**src/rtl/md_pkg.sv**
```systemverilog
// Shared definitions for the multiply/divide issue controller:
// op encodings, fixed latencies, FSM states and small decode helpers.
package md_pkg;

    typedef enum logic [2:0] {
        OP_NONE  = 3'b000,
        OP_MULT  = 3'b001,
        OP_MULTU = 3'b010,
        OP_DIV   = 3'b011,
        OP_DIVU  = 3'b100,
        OP_MTLO  = 3'b101,
        OP_MTHI  = 3'b110,
        OP_RSVD  = 3'b111
    } md_op_e;

    typedef enum logic [1:0] {
        ST_IDLE    = 2'b00,
        ST_MUL_RUN = 2'b01,
        ST_DIV_RUN = 2'b10
    } md_state_e;

    localparam int unsigned CNT_W   = 4;
    localparam logic [3:0]  MUL_LAT = 4'd5;
    localparam logic [3:0]  DIV_LAT = 4'd10;

    // True for ops that launch a multi-cycle datapath operation.
    function automatic logic is_start_op(input logic [2:0] op);
        return (op == OP_MULT) || (op == OP_MULTU) || (op == OP_DIV) || (op == OP_DIVU);
    endfunction

    // True for the multiply subset of the start ops.
    function automatic logic is_mul_op(input logic [2:0] op);
        return (op == OP_MULT) || (op == OP_MULTU);
    endfunction

    // True for any MD-class op that needs the unit (everything but none/reserved).
    function automatic logic is_md_op(input logic [2:0] op);
        return (op != OP_NONE) && (op != OP_RSVD);
    endfunction

endpackage

```
**src/rtl/md_lat_cnt.sv**
```systemverilog
// Loadable down-counter tracking remaining MD latency; saturates at zero.
module md_lat_cnt
    import md_pkg::*;
(
    input  logic             clk,
    input  logic             reset,
    input  logic             i_load,
    input  logic [CNT_W-1:0] i_load_val,
    input  logic             i_dec,
    output logic [CNT_W-1:0] o_cnt,
    output logic             o_zero
);

    logic [CNT_W-1:0] r_cnt;

    // Counter register: load wins over decrement, never wraps below zero.
    always_ff @(posedge clk) begin
        if (!reset) begin
            r_cnt <= 4'd0;
        end else if (i_load) begin
            r_cnt <= i_load_val;
        end else if (i_dec && (r_cnt != 4'd0)) begin
            r_cnt <= r_cnt - 4'd1;
        end else begin
            r_cnt <= r_cnt;
        end
    end

    assign o_cnt  = r_cnt;
    assign o_zero = (r_cnt == 4'd0);

endmodule

```
**src/rtl/md_issue_ctrl.sv**
```systemverilog
// Issue/sequencing control for the multiply/divide unit: accepts MD ops
// from the E stage, times fixed-latency runs, stalls D and commits HI/LO.
module md_issue_ctrl
    import md_pkg::*;
(
    input  logic       clk,
    input  logic       reset,
    input  logic       e_valid,
    input  logic [2:0] e_op,
    input  logic       e_div_zero,
    input  logic       e_flush,
    input  logic       d_uses_md,
    output logic       md_start,
    output logic [2:0] md_op,
    output logic       mt_lo_we,
    output logic       mt_hi_we,
    output logic       hilo_we,
    output logic       busy,
    output logic       stall_d,
    output logic       issue_err,
    output logic [3:0] cnt
);

    md_state_e        r_state;
    md_state_e        w_next_state;
    logic [2:0]       r_md_op;
    logic             r_div_zero;
    logic             w_busy;
    logic             w_legal_start;
    logic             w_cnt_load;
    logic [CNT_W-1:0] w_cnt_load_val;
    logic             w_cnt_dec;
    logic             w_cnt_zero;
    logic [CNT_W-1:0] w_cnt;

    md_lat_cnt u_lat_cnt (
        .clk        (clk),
        .reset      (reset),
        .i_load     (w_cnt_load),
        .i_load_val (w_cnt_load_val),
        .i_dec      (w_cnt_dec),
        .o_cnt      (w_cnt),
        .o_zero     (w_cnt_zero)
    );

    // FSM state register.
    always_ff @(posedge clk) begin
        if (!reset) begin
            r_state <= ST_IDLE;
        end else begin
            r_state <= w_next_state;
        end
    end

    // Capture the issued op and divide-by-zero flag; clear when the run retires.
    always_ff @(posedge clk) begin
        if (!reset) begin
            r_md_op    <= 3'b000;
            r_div_zero <= 1'b0;
        end else if (w_legal_start) begin
            r_md_op    <= e_op;
            r_div_zero <= e_div_zero && !is_mul_op(e_op);
        end else if (w_busy && w_cnt_zero) begin
            r_md_op    <= 3'b000;
            r_div_zero <= 1'b0;
        end else begin
            r_md_op    <= r_md_op;
            r_div_zero <= r_div_zero;
        end
    end

    // Next-state and output decode; every pulse is gated off while reset is low.
    always_comb begin
        w_next_state   = r_state;
        w_busy         = (r_state != ST_IDLE);
        w_legal_start  = 1'b0;
        w_cnt_load     = 1'b0;
        w_cnt_load_val = 4'd0;
        w_cnt_dec      = 1'b0;
        md_start       = 1'b0;
        mt_lo_we       = 1'b0;
        mt_hi_we       = 1'b0;
        hilo_we        = 1'b0;
        stall_d        = 1'b0;
        issue_err      = 1'b0;

        case (r_state)
            ST_IDLE: begin
                if (reset && e_valid && !e_flush && is_start_op(e_op)) begin
                    w_legal_start = 1'b1;
                    if (is_mul_op(e_op)) begin
                        w_next_state   = ST_MUL_RUN;
                        w_cnt_load_val = MUL_LAT - 4'd1;
                    end else begin
                        w_next_state   = ST_DIV_RUN;
                        w_cnt_load_val = DIV_LAT - 4'd1;
                    end
                end else begin
                    w_next_state = ST_IDLE;
                end
            end
            ST_MUL_RUN, ST_DIV_RUN: begin
                if (w_cnt_zero) begin
                    w_next_state = ST_IDLE;
                end else begin
                    w_next_state = r_state;
                end
            end
            default: begin
                w_next_state = ST_IDLE;
            end
        endcase

        w_cnt_load = w_legal_start;
        w_cnt_dec  = w_busy && !w_cnt_zero;

        if (reset) begin
            md_start = w_legal_start;
            if ((r_state == ST_IDLE) && e_valid && !e_flush) begin
                mt_lo_we = (e_op == OP_MTLO);
                mt_hi_we = (e_op == OP_MTHI);
            end else begin
                mt_lo_we = 1'b0;
                mt_hi_we = 1'b0;
            end
            hilo_we   = w_busy && w_cnt_zero && !r_div_zero;
            stall_d   = d_uses_md && (w_busy || w_legal_start);
            issue_err = e_valid && ((e_op == OP_RSVD) || (w_busy && is_md_op(e_op)));
        end else begin
            md_start  = 1'b0;
            mt_lo_we  = 1'b0;
            mt_hi_we  = 1'b0;
            hilo_we   = 1'b0;
            stall_d   = 1'b0;
            issue_err = 1'b0;
        end
    end

    assign busy  = w_busy;
    assign md_op = r_md_op;
    assign cnt   = w_cnt;

endmodule
```
**config.mk**
```make
export PLATFORM = sky130hd
export DESIGN_NAME = md_issue_ctrl
export DESIGN_NICKNAME = d
export VERILOG_FILES = /design/src/rtl/md_pkg.sv /design/src/rtl/md_lat_cnt.sv /design/src/rtl/md_issue_ctrl.sv
export SDC_FILE = /design/constraint.sdc
export NUM_CORES = 1
export LEC_CHECK = 0
export BUFFER_PORTS_ARGS = -buffer_cell sky130_fd_sc_hd__buf_2
export CORE_MARGIN = 1.5
export CORE_UTILIZATION = 47
export CTS_CLUSTER_DIAMETER = 100
export DETAILED_ROUTE_END_ITERATION = 16
export GPL_ROUTABILITY_DRIVEN = 0
export HOLD_SLACK_MARGIN = 0.03
export PLACE_DENSITY = 0.74
export SLEW_MARGIN = 20
export SYNTH_ARGS = -nofsm -noshare
export SYNTH_HDL_FRONTEND = slang
export SYNTH_SLANG_ARGS = --single-unit
```
**constraint.sdc**
```tcl
create_clock -name clk -period 2.7 [get_ports clk]
set_input_delay 0.54 -clock clk [delete_from_list [all_inputs] [get_ports clk]]
set_output_delay 0.54 -clock clk [all_outputs]
set_load 0.01 [all_outputs]
```
==> flow_summary_export.csv <==
group,metric,value,unit
run_status,status,"finished clean",
global_routing,grt_pass1_vias,581,
worst_setup_path,criticalPathCategory,"reg2out",
die,core_area,0.00132,mm2
die,die_y,40.8,um
power_and_ir_drop,p_per_area,424,mW/mm2
yosys,synth-seq-cells,10,
drt,met1Wirelength,692,um
clocking,cts_made_buffers,3,
power_and_ir_drop,swShare,28.6,%
timing,setup_viol,0,
cells_and_area,syn_to_final_growth,18.2,%
die,num_io_pins,23,
timing,hold_violations,0,
global_routing,gr-total-overflow,0,
timing,rsz0062_at_grt,"no",
placement,dp_hpwl,1200,um
die,start_util,51.0,%
worst_setup_path,r2r-end,"md_op[2]$_SDFFE_PN0P_",
die,rows,13,
timing,relSlewSlack,68.8,%
worst_setup_path,r2r_slack,0.76,ns
run,cap_violations,0,
worst_setup_path,endpoint_kind,"output port",
timing,slew_viol_final,0,
cells_and_area,diodes,0,
drt,wl_met3,96,um
power_and_ir_drop,p_leak,0.362,nW
worst_setup_path,cp-startpoint,"r_state[0]$_SDFFE_PN0P_",
clocking,clockBufferDepth,2,
clocking,insertion_delay,0.26,ns
clocking,path_clk_slew,0.06,ns
worst_setup_path,path_max_fanout,9,
worst_setup_path,startpoint_type,"flip-flop",
yosys,avgSynthCellArea,7.64,um2
drt,viasPerCell,5.65,
worst_setup_path,crit_chain,"inv_1 > ha_1 > or4b_2 > nor3_1 > buf_2",
clocking,cts_setup_buffers,0,
drt,detail-route-antenna-nets,0,
yosys,yosys_warnings,0,
drt,wl_per_cell,12.1,um
worst_setup_path,critPathSlowestCell,"or4b_2",
clocking,post_cts_resized,0,
yosys,syn-num-nets,100,
worst_setup_path,critPathMaxStageDelay,0.76,ns
hold_path,hp-class,"reg2reg",
die,die_area,0.00167,mm2
placement,port_buffers,22,
yosys,yosysSeqAreaShare,29.8,%
cells_and_area,nNetsFinal,122,
timing,whs,0.471,ns
timing,clock_skew,0.00321,ns
clocking,htreeDepth,1,
cells_and_area,fill_cells,132,
cells_and_area,drive_gt1_share,25.9,%
die,fp.dieW,40.8,um
worst_setup_path,cp.arrival,2.02,ns
power_and_ir_drop,p_comb_share,23.7,%
drt,finalWirelength,1490,um
global_routing,grt_max_degree,12,
power_and_ir_drop,p_sw,0.0965,mW
global_routing,grt_usage,21.3,%
timing,max_freq,390,MHz
drt,drc,0,
clocking,cts_tree,"done",
worst_setup_path,rr_worst_depth,6,
clocking,holdBufCountCts,0,
timing,tightestPinTransition,0.462,ns
yosys,synth_cell_type_count,33,
timing,tns,0,ns
cells_and_area,layout_commonest_cell,"buf_2",
worst_setup_path,r2r-start,"r_state[0]$_SDFFE_PN0P_",
power_and_ir_drop,seqPwrFrac,47.4,%
power_and_ir_drop,clockPowerShare,28.9,%
global_routing,grt_pass1_wl,2350,um
clocking,clock_sinks,10,
worst_setup_path,endpoint,"hilo_we",
power_and_ir_drop,p_int,0.241,mW
drt,drt_first_iter_violations,7,
clocking,root_buffer,"clkbuf_4",
cells_and_area,final_cell_mix,"buf_2 (22), nand2_1 (10), dfxtp_1 (10)",
drt,highest_layer,"met4",
yosys,netlist_instances,88,
timing,min_period_over_period,95.0,%
worst_setup_path,worstPathRequired,2.16,ns
drt,drt_first_pass_iters,4,
power_and_ir_drop,vdd_drop_max,0.304,mV
timing,period_needed,2.56,ns
drt,vias,695,
yosys,syn_area,672,um2
drt,dr_wl_met2,686,um
global_routing,antenna_found_initial,0,
==> cell usage after synthesis, drive strengths merged <==
cell    count  share of area (%)
o21ai       1               0.74
o211ai      2                2.2
and4b       1                1.5
or4b        1                1.5
o211a       1                1.5
o41a        1                1.7
nor3b       2                2.2
buf         4                4.3
nor3        5                3.7
a22o        1                1.3
o21a        1                1.1
a31oi       1               0.93
or3b        1                1.3
ha          3                5.6
xnor2       2                2.6
or4         1                1.1
a21oi       9                6.7
a2111o      1                1.7
nand2      10                5.6
and3        1               0.93
inv         8                4.5
nand4b      1                1.3
nand3       6                4.5
dfxtp      10                 30
nor2        6                3.4
o32ai       1                1.3
clkbuf      2                1.1
or3         1               0.93
o41ai       1                1.3
a32o        1                1.5
nand3b      2                2.2
==> worst max-delay path, delay by kind of cell, from the launching register on <==
kind | cells | cell delay [ns]
adder cells (fa/ha/maj) | 1 | 0.28
AND/OR/NAND/NOR | 2 | 0.94
buffers and inverters | 2 | 0.20
flip-flops | 1 | 0.33
==> state kept, by name (all words and copies together), names as in the netlist <==
signal / flops
r_div_zero: 1
r_state: 2
md_op: 3
u_lat_cnt.o_cnt: 4
==> kinds of logic after synthesis <==
kind of cell	Yosys count	synth area share, %
and+or+nand+nor	38	30.2
AOI/OAI and AO/OA	21	22.0
buffers and inverters	14	9.87
DFF	10	29.8
adders and majority gates	3	5.59
xor gates and xnor gates	2	2.61
==> per-stage QoR <==
stage	total power [mW]	cell area (um2)	util (%)	instances	setup WS (ns)
2_1_floorplan	0.219	672	-	88	0.430
3_3_place_gp	0.241	772	58.6	120	0.419
3_5_place_dp	0.242	772	58.6	120	0.412
4_1_cts	0.344	795	60.3	123	0.116
5_1_grt	0.359	795	60.3	123	0.0398
6_report	0.337	795	60.3	123	0.136
==> per-layer routing <==
metal / vias to the layer above / global-route usage, %
met2: 19 / 36.3
met5: - / 0
met3: 2 / 8.15
met4: 0 / 5.00
met1: 313 / 24.8
li1: 361 / -
==> how the worst min path moves through the flow <==
stage	endpoint	cells after the start	from
floorplan	r_state[0]$_SDFFE_PN0P_	2	r_state[0]$_SDFFE_PN0P_
global placement	r_state[1]$_SDFFE_PN0P_	2	r_state[1]$_SDFFE_PN0P_
detailed placement	r_state[0]$_SDFFE_PN0P_	2	r_state[0]$_SDFFE_PN0P_
CTS	r_state[0]$_SDFFE_PN0P_	2	r_state[0]$_SDFFE_PN0P_
global route	r_state[0]$_SDFFE_PN0P_	2	r_state[0]$_SDFFE_PN0P_
finish	md_op[0]$_SDFFE_PN0P_	2	md_op[0]$_SDFFE_PN0P_
==> power by group through the flow <==
| stage | clock, mW | sequential (mW) | combinational (mW) |
|---|---|---|---|
| 6_report | 0.0975 | 0.160 | 0.0799 |
| 4_1_cts | 0.105 | 0.160 | 0.0798 |
| 3_5_place_dp | 0 | 0.163 | 0.0793 |
| 3_3_place_gp | 0 | 0.163 | 0.0786 |
| 5_1_grt | 0.109 | 0.161 | 0.0886 |
| 2_1_floorplan | 0 | 0.165 | 0.0544 |
==> area by class of cell <==
class	instances	area, um2	area share, %
clock buffer	3	22.5	2.83
inverter	8	30.0	3.78
multi-input combinational	64	405	51.0
sequential	10	200	25.2
tap	15	18.8	2.36
timing repair buffer	23	118	14.8
(Power assumes the default switching activity.)
